<file path="src/rtl/put_fsm.sv">
// -----------------------------------------------------------------------------
// put_fsm
//
// Write-side sub-FSM of the cache controller (counterpart of the GET sub-FSM).
// Executes one PUT command:
//   START  : latch key/value from the command inputs
//   LOOKUP : ask the memory array whether the key is already stored
//   ALLOC  : on a miss, pick the lowest free slot (or fail if the cache is full)
//   WRITE  : issue exactly one write strobe to the chosen slot
//   DONE / ERR : one-cycle completion / failure report to the top controller
// The top controller steps the FSM with en and can restart it with enter.
//
// Ports
//   clk, rst            clock (rising edge), synchronous active-high reset
//   en                  step enable; 0 freezes state, latches and timeout count
//   enter               restart: back to START, latches and counter cleared
//   key_i, value_i      PUT command operands, sampled in START
//   lookup_req_o        key lookup request (held until ack)
//   lookup_key_o        latched key presented to the lookup
//   lookup_ack_i        single-cycle lookup result valid
//   lookup_hit_i        key found; qualified by lookup_ack_i
//   lookup_idx_i        slot of the matching key; qualified by ack & hit
//   free_valid_i        at least one free slot exists
//   free_idx_i          lowest free slot index
//   wr_en_o             write strobe to the memory array
//   wr_idx_o            target slot
//   wr_key_o, wr_val_o  latched key / value to be written
//   busy_o              FSM is away from START
//   done_o              PUT completed (1-cycle pulse)
//   error_o             PUT failed: cache full or lookup timeout (1-cycle pulse)
// -----------------------------------------------------------------------------
module put_fsm #(
    parameter int NUM_ENTRIES = 16,
    parameter int KEY_W       = 32,
    parameter int VAL_W       = 64,
    parameter int IDX_W       = $clog2(NUM_ENTRIES),
    parameter int TIMEOUT_CYC = 8
) (
    input  logic             clk,
    input  logic             rst,
    input  logic             en,
    input  logic             enter,
    input  logic [KEY_W-1:0] key_i,
    input  logic [VAL_W-1:0] value_i,
    output logic             lookup_req_o,
    output logic [KEY_W-1:0] lookup_key_o,
    input  logic             lookup_ack_i,
    input  logic             lookup_hit_i,
    input  logic [IDX_W-1:0] lookup_idx_i,
    input  logic             free_valid_i,
    input  logic [IDX_W-1:0] free_idx_i,
    output logic             wr_en_o,
    output logic [IDX_W-1:0] wr_idx_o,
    output logic [KEY_W-1:0] wr_key_o,
    output logic [VAL_W-1:0] wr_val_o,
    output logic             busy_o,
    output logic             done_o,
    output logic             error_o
);

    localparam logic [2:0] PUT_ST_START  = 3'd0;
    localparam logic [2:0] PUT_ST_LOOKUP = 3'd1;
    localparam logic [2:0] PUT_ST_ALLOC  = 3'd2;
    localparam logic [2:0] PUT_ST_WRITE  = 3'd3;
    localparam logic [2:0] PUT_ST_DONE   = 3'd4;
    localparam logic [2:0] PUT_ST_ERR    = 3'd5;

    // Sized so that TIMEOUT_CYC-1 always fits, including TIMEOUT_CYC == 1.
    localparam int              CNT_W    = (TIMEOUT_CYC > 1) ? $clog2(TIMEOUT_CYC + 1) : 1;
    localparam logic [CNT_W-1:0] CNT_LAST = CNT_W'(TIMEOUT_CYC - 1);

    logic [2:0]       state_q,  state_nxt;
    logic [KEY_W-1:0] key_q,    key_nxt;
    logic [VAL_W-1:0] val_q,    val_nxt;
    logic [IDX_W-1:0] idx_q,    idx_nxt;
    logic [CNT_W-1:0] cnt_q,    cnt_nxt;

    // Next-state and latch update; nothing moves unless en is high.
    always_comb begin
        state_nxt = state_q;
        key_nxt   = key_q;
        val_nxt   = val_q;
        idx_nxt   = idx_q;
        cnt_nxt   = cnt_q;
        if (en) begin
            case (state_q)
                PUT_ST_START: begin
                    key_nxt   = key_i;
                    val_nxt   = value_i;
                    cnt_nxt   = '0;             // fresh timeout window for LOOKUP
                    state_nxt = PUT_ST_LOOKUP;
                end
                PUT_ST_LOOKUP: begin
                    // An ack on the last allowed cycle takes precedence over timeout.
                    if (lookup_ack_i) begin
                        if (lookup_hit_i) begin
                            idx_nxt   = lookup_idx_i;
                            state_nxt = PUT_ST_WRITE;
                        end else begin
                            state_nxt = PUT_ST_ALLOC;
                        end
                    end else if (cnt_q == CNT_LAST) begin
                        state_nxt = PUT_ST_ERR;
                    end else begin
                        cnt_nxt = cnt_q + CNT_W'(1);
                    end
                end
                PUT_ST_ALLOC: begin
                    if (free_valid_i) begin
                        idx_nxt   = free_idx_i;
                        state_nxt = PUT_ST_WRITE;
                    end else begin
                        state_nxt = PUT_ST_ERR;
                    end
                end
                PUT_ST_WRITE: state_nxt = PUT_ST_DONE;
                PUT_ST_DONE:  state_nxt = PUT_ST_START;
                PUT_ST_ERR:   state_nxt = PUT_ST_START;
                default:      state_nxt = PUT_ST_START;
            endcase
        end
    end

    always_ff @(posedge clk) begin
        if (rst) begin
            state_q <= PUT_ST_START;
            key_q   <= '0;
            val_q   <= '0;
            idx_q   <= '0;
            cnt_q   <= '0;
        end else if (enter) begin
            state_q <= PUT_ST_START;
            key_q   <= '0;
            val_q   <= '0;
            idx_q   <= '0;
            cnt_q   <= '0;
        end else begin
            state_q <= state_nxt;
            key_q   <= key_nxt;
            val_q   <= val_nxt;
            idx_q   <= idx_nxt;
            cnt_q   <= cnt_nxt;
        end
    end

    // The strobe only fires on the cycle WRITE actually advances, so a stall
    // never repeats it; a concurrent restart or reset suppresses it.
    assign wr_en_o      = (state_q == PUT_ST_WRITE) & en & ~enter & ~rst;
    assign lookup_req_o = (state_q == PUT_ST_LOOKUP);
    assign done_o       = (state_q == PUT_ST_DONE) & en;
    assign error_o      = (state_q == PUT_ST_ERR)  & en;
    assign busy_o       = (state_q != PUT_ST_START);
    assign lookup_key_o = key_q;
    assign wr_key_o     = key_q;
    assign wr_val_o     = val_q;
    assign wr_idx_o     = idx_q;

endmodule

</file>
<file path="config.mk">
export PLATFORM = sky130hd
export DESIGN_NAME = put_fsm
export DESIGN_NICKNAME = d
export VERILOG_FILES = /design/src/rtl/put_fsm.sv
export SDC_FILE = /design/constraint.sdc
export NUM_CORES = 1
export LEC_CHECK = 0
export ABC_AREA = 1
export CAP_MARGIN = 20
export CORE_ASPECT_RATIO = 1.5
export CORE_MARGIN = 2
export CORE_UTILIZATION = 30
export CTS_CLUSTER_DIAMETER = 120
export DETAILED_ROUTE_END_ITERATION = 12
export PLACE_DENSITY = 0.65
export SYNTH_ARGS = -nofsm -noshare
export SYNTH_HDL_FRONTEND = slang
export SYNTH_SLANG_ARGS = --single-unit
</file>
<file path="constraint.sdc">
create_clock -name clk -period 1.8 [get_ports clk]
set_input_delay 0.36 -clock clk [delete_from_list [all_inputs] [get_ports clk]]
set_output_delay 0.36 -clock clk [all_outputs]
set_load 0.05 [all_outputs]
</file>
==> flow_metrics.tcl, run 1 <==
set metrics [dict create \
    ys_types 19 \
    overflow 0 \
    nets 897 \
    hold_viol 0 \
    clk_pin_slew_ns 0.07 \
    start_util 0.304 \
    drtIter0Drc 76 \
    p_switching_uw 1810 \
    p_per_area_mw_per_mm2 834 \
    post_dp_cell_area_mm2 0.00668 \
    status "completed" \
    slew_viol_final 0 \
    finalSetupViolations 0 \
    crit_path_end_kind "primary output" \
    skew_ns 0.0101 \
    postCtsSetupBuffers 0 \
    grt_start_max_net_pins 49 \
    max_freq_ghz 0.589 \
    clock_power_share 0.330 \
    cts_hold_buf 0 \
    seqCellArea_mm2 0.00215 \
    wl_met1_um 4740 \
    sw_frac_of_total 0.311 \
    finalCritPeriodShare 0.943 \
    comb_power_share 0.233 \
    grt_pass1_vias 3784 \
    holdPathStages 2 \
    total_power_uw 5830 \
    rows 54 \
    netlist.area_leader.share 0.490 \
    tns_ns 0 \
    design_area_mm2 0.00699 \
    io_buffers 247 \
    crit_arrival_ns 1.34 \
    final_cell_mix "buf_4, inv_1, clkdlybuf4s50_1" \
    ioPinCount 248 \
    critPathKind "register to primary output" \
    avgSynthCellArea_um2 7.65 \
    netlist_area_mm2 0.00438 \
    seq_power_share 0.437 \
    cts_inserted_buffers 9 \
    slew_headroom 0.806 \
    crit_required_ns 1.44 \
    cp_max_fo 7 \
    fp.coreArea_mm2 0.0144 \
    die_h_um 152 \
    insertion_delay_ns 0.35 \
    finalWirelength_um 12500 \
    wl_per_cell_um 12.6 \
    clkSinkCount 107 \
    syn-instance-count 572 \
    root_buffer "clkbuf_16" \
    vias 4180 \
    hpwlAfterDp_um 9510 \
    worstHoldPathType "register to register" \
    die_x_um 103 \
    rsz0062_at_grt "false" \
    synth_area_leaders "dfxtp_1, a21oi_1, inv_1" \
    min_period_ns 1.70 \
    layout-drive-gt1-share 0.235 \
    fill_cells 1451 \
    antenna_found_initial 1 \
    die_area_mm2 0.0156 \
    r2r.worst_path.cells 6 \
    track_usage 0.156 \
    cts_buffer_depth 2 \
    cts.htree.levels 3 \
    power.internal_uw 4010 \
    final_common_cell "buf_4" \
    grt_pass1_wl_um 19000 \
    highest_layer "met4" \
    firstDrtPassIters 5 \
    synth-seq-cells 107 \
    multi_input_area_mm2 0.00143 \
    cap_violations 0 \
    drc_errors 0 \
    vias_per_cell 4.24 \
    start_kind "register" \
    yosysWarnings 0 \
    dr_wl_met2_um 6450 \
    ant_nets 0 \
    p_leak_uw 0.00295 \
    ir_drop_v 0.000388 \
    ys_seq_area_frac 0.490 \
    routabilityCongestion 0.799 \
    syn-num-nets 684 \
    syn2layout_area_growth_pct 59.7 \
    synth_area_leader_cell "dfxtp_1" \
    worst_slew_pin_slew_ns 0.287 \
    cts_tree "done" \
    wl_met3_um 974 \
]
==> cell usage after synthesis <==
library cell  instances
a21oi_1             101
buf_2                13
buf_4                38
clkbuf_1              9
clkbuf_2              6
dfxtp_1             107
ha_1                  1
inv_1               114
nand2_1              34
nand3_1              18
nand3_2               1
nand4_1               1
nor2_1               23
nor2_2                1
nor2_4                1
nor2_8                1
nor3_1                2
o21ai_0              85
o21ai_1              16
==> layer usage <==
layer / GRT usage / vias to the layer above
li1: - / 2207
met2: 0.281 / 153
met5: 0 / -
met3: 0.0396 / 19
met1: 0.164 / 1801
met4: 0.0705 / 0
==> sequential cells by signal, summed over array words and instances, names as in the netlist <==
signal        flops
state_q           3
cnt_q             4
wr_idx_o          4
wr_val_o         64
lookup_key_o     32
==> worst max-delay path, stage by stage (launching register included) <==
cell     delay, ns
dfxtp_2       0.37
buf_4         0.17
nand3_2       0.11
nor3_4        0.19
buf_12        0.17
==> cells by family after synthesis <==
family | Yosys count | synth area share
and+or+nand+nor | 82 | 0.0841
DFF | 107 | 0.490
adders and majority gates | 1 | 0.00286
buffers and inverters | 180 | 0.192
AOI/OAI and AO/OA | 202 | 0.231
==> area by class of cell <==
class                           count  share of cell area
Antenna cell                        1            0.000358
Multi-Input combinational cell    285               0.204
Sequential cell                   107               0.307
Tap cell                          196              0.0351
Clock buffer                       11              0.0347
Inverter                          114              0.0613
Clock inverter                      5             0.00663
Timing Repair Buffer              268               0.351
==> worst paths after layout <==
kind                     start          endpoint  slack [ns]
setup / recovery    state_q[1]           wr_en_o        0.10
hold / removal    wr_val_o[33]      wr_val_o[33]        0.44
setup reg to reg    state_q[0]  lookup_key_o[25]        0.34
hold reg to reg   wr_val_o[33]      wr_val_o[33]        0.44
==> through the flow <==
stage	util	instances	worst slack [ns]	hold slack, ns
2_1_floorplan	-	572	0.116	0.461
3_3_place_gp	0.464	970	-0.0915	0.431
3_5_place_dp	0.464	970	-0.0804	0.435
4_1_cts	0.485	986	0.0154	0.447
5_1_grt	0.485	986	0.0380	0.462
6_report	0.485	987	0.103	0.443
==> power groups by stage <==
stage	clock network [µW]	registers [µW]	logic (µW)
6_report	1920	2550	1360
5_1_grt	2110	2560	1450
4_1_cts	2020	2550	1370
3_5_place_dp	0	2600	1370
3_3_place_gp	0	2600	1360
2_1_floorplan	0	2950	469
==> what timing repair did <==
item,in CTS,in global routing
pin swaps,2,3
resized for setup,7,3
setup endpoints to repair,2,4
Power figures use the tool's default switching activity.
==> inputs of run 2 (changes only) <==
--- a/config.mk
+++ b/config.mk
@@ -8,7 +8,6 @@
 export ABC_AREA = 1
 export CAP_MARGIN = 20
 export CORE_ASPECT_RATIO = 1.5
-export CORE_MARGIN = 2
 export CORE_UTILIZATION = 30
 export CTS_CLUSTER_DIAMETER = 120
 export DETAILED_ROUTE_END_ITERATION = 12
==> flow_metrics.tcl, run 2 (synthesis gave the netlist of run 1 again) <==
set metrics [dict create \
    cap_violations 0 \
    cts_buffer_depth 2 \
    layout-drive-gt1-share 0.233 \
    dp.cells 962 \
    sw_frac_of_total 0.312 \
    insertion_delay_ns 0.35 \
    power.internal_uw 4060 \
    grt_pass1_vias 3987 \
    final_cell_mix "buf_4, inv_1, clkdlybuf4s50_1" \
    hold_viol 0 \
    final_cells 978 \
    track_usage 0.161 \
    crit_arrival_ns 1.38 \
    rows 53 \
    start_kind "register" \
    finalWirelength_um 12600 \
    finalSetupViolations 0 \
    crit_path_end_kind "primary output" \
    antenna_found_initial 0 \
    root_buffer "clkbuf_16" \
    final_common_cell "buf_4" \
    max_freq_ghz 0.574 \
    comb_power_share 0.231 \
    utilization 0.493 \
    slew_headroom 0.786 \
    ant_nets 0 \
    crit_required_ns 1.44 \
    cts_tree "done" \
    worst_slew_pin_slew_ns 0.318 \
    firstDrtPassIters 4 \
    critPathKind "register to primary output" \
    largest_reg_flops 64 \
    cts_inserted_buffers 9 \
    seq_power_share 0.431 \
    rsz0062_at_grt "false" \
    syn2layout_area_growth_pct 59.1 \
    hpwlAfterDp_um 9690 \
    ioPinCount 248 \
    vias 4299 \
    grt_start_max_net_pins 60 \
    drtIter0Drc 98 \
    finalCritPeriodShare 0.968 \
    routabilityCongestion 0.831 \
    clock_power_share 0.338 \
    cts_hold_buf 0 \
    die_area_mm2 0.0151 \
    p_leak_uw 0.00294 \
    overflow 0 \
    cts.htree.levels 3 \
    drc_errors 0 \
    vias_per_cell 4.40 \
    p_per_area_mw_per_mm2 848 \
    min_period_ns 1.74 \
    p_switching_uw 1840 \
    fp.coreArea_mm2 0.0141 \
    nets 893 \
    post_dp_cell_area_mm2 0.00665 \
    die_x_um 101 \
    skew_ns 0.0143 \
    grt_pass1_wl_um 18900 \
    clk_pin_slew_ns 0.08 \
    start_util 0.310 \
    slew_viol_final 0 \
    status "completed" \
    die_h_um 150 \
    io_buffers 247 \
    worst_hold_slack_ns 0.445 \
    ir_drop_v 0.000404 \
    design_area_mm2 0.00696 \
    diodes 0 \
    clkSinkCount 107 \
    worstHoldPathType "register to register" \
    cp_max_fo 10 \
    wl_per_cell_um 12.9 \
]
run 2: critical path, stage by stage, from the launching register on:
cell     delay (ns)
dfxtp_2        0.45
nand3_1        0.18
nor3_4         0.23
buf_12         0.17
run 2: repair_timing:
| action | 4_1_cts | 5_1_grt |
|---|---|---|
| hold endpoints to repair | 0 | 0 |
| resized for setup | 9 | 2 |
| endpoints found under the setup margin | 4 | 3 |
| pin swaps | 2 | 2 |
| buffers inserted | 0 | 0 |
| gates cloned | 0 | 0 |
run 2: power groups by stage:
stage | logic [µW] | registers (µW) | clock network [µW]
2_1_floorplan | 469 | 2950 | 0
5_1_grt | 1450 | 2560 | 2170
6_report | 1360 | 2550 | 1990
3_5_place_dp | 1370 | 2600 | 0
3_3_place_gp | 1360 | 2600 | 0
4_1_cts | 1370 | 2550 | 2070
run 2: stage by stage:
step	power, µW	setup WS, ns	TNS (ns)
after floorplan	3420	0.116	0
after global placement	3950	-0.115	-0.917
after detailed placement	3970	-0.119	-3.17
final	5900	0.0573	0
after global routing	6180	0.00756	0
after CTS	5990	0.00822	0
run 2: metal layers:
metal	vias to the layer above	share of wire	track usage
met5	-	0	0
met4	0	0.023	0.0819
met3	21	0.063	0.0392
met2	176	0.53	0.294
met1	1903	0.38	0.169
li1	2199	-	-
run 2: path summary, 6_finish.rpt:
kind / start / slack [ns] / to / cells past startpoint
max: state_q[1] / 0.06 / wr_en_o / 3
min reg2reg: wr_val_o[57] / 0.45 / wr_val_o[57] / 2
max reg2reg: state_q[2] / 0.38 / wr_idx_o[2] / 8
min: wr_val_o[57] / 0.45 / wr_val_o[57] / 2
run 2: area by class of cell:
type	count	area [µm²]
well taps	192	240
flip-flops and latches	107	2150
clock buffers	11	253
repair buffers	264	2420
multi-input cells	285	1420
fillers	1375	7160
inverters	114	428
clock inverters	5	53.8
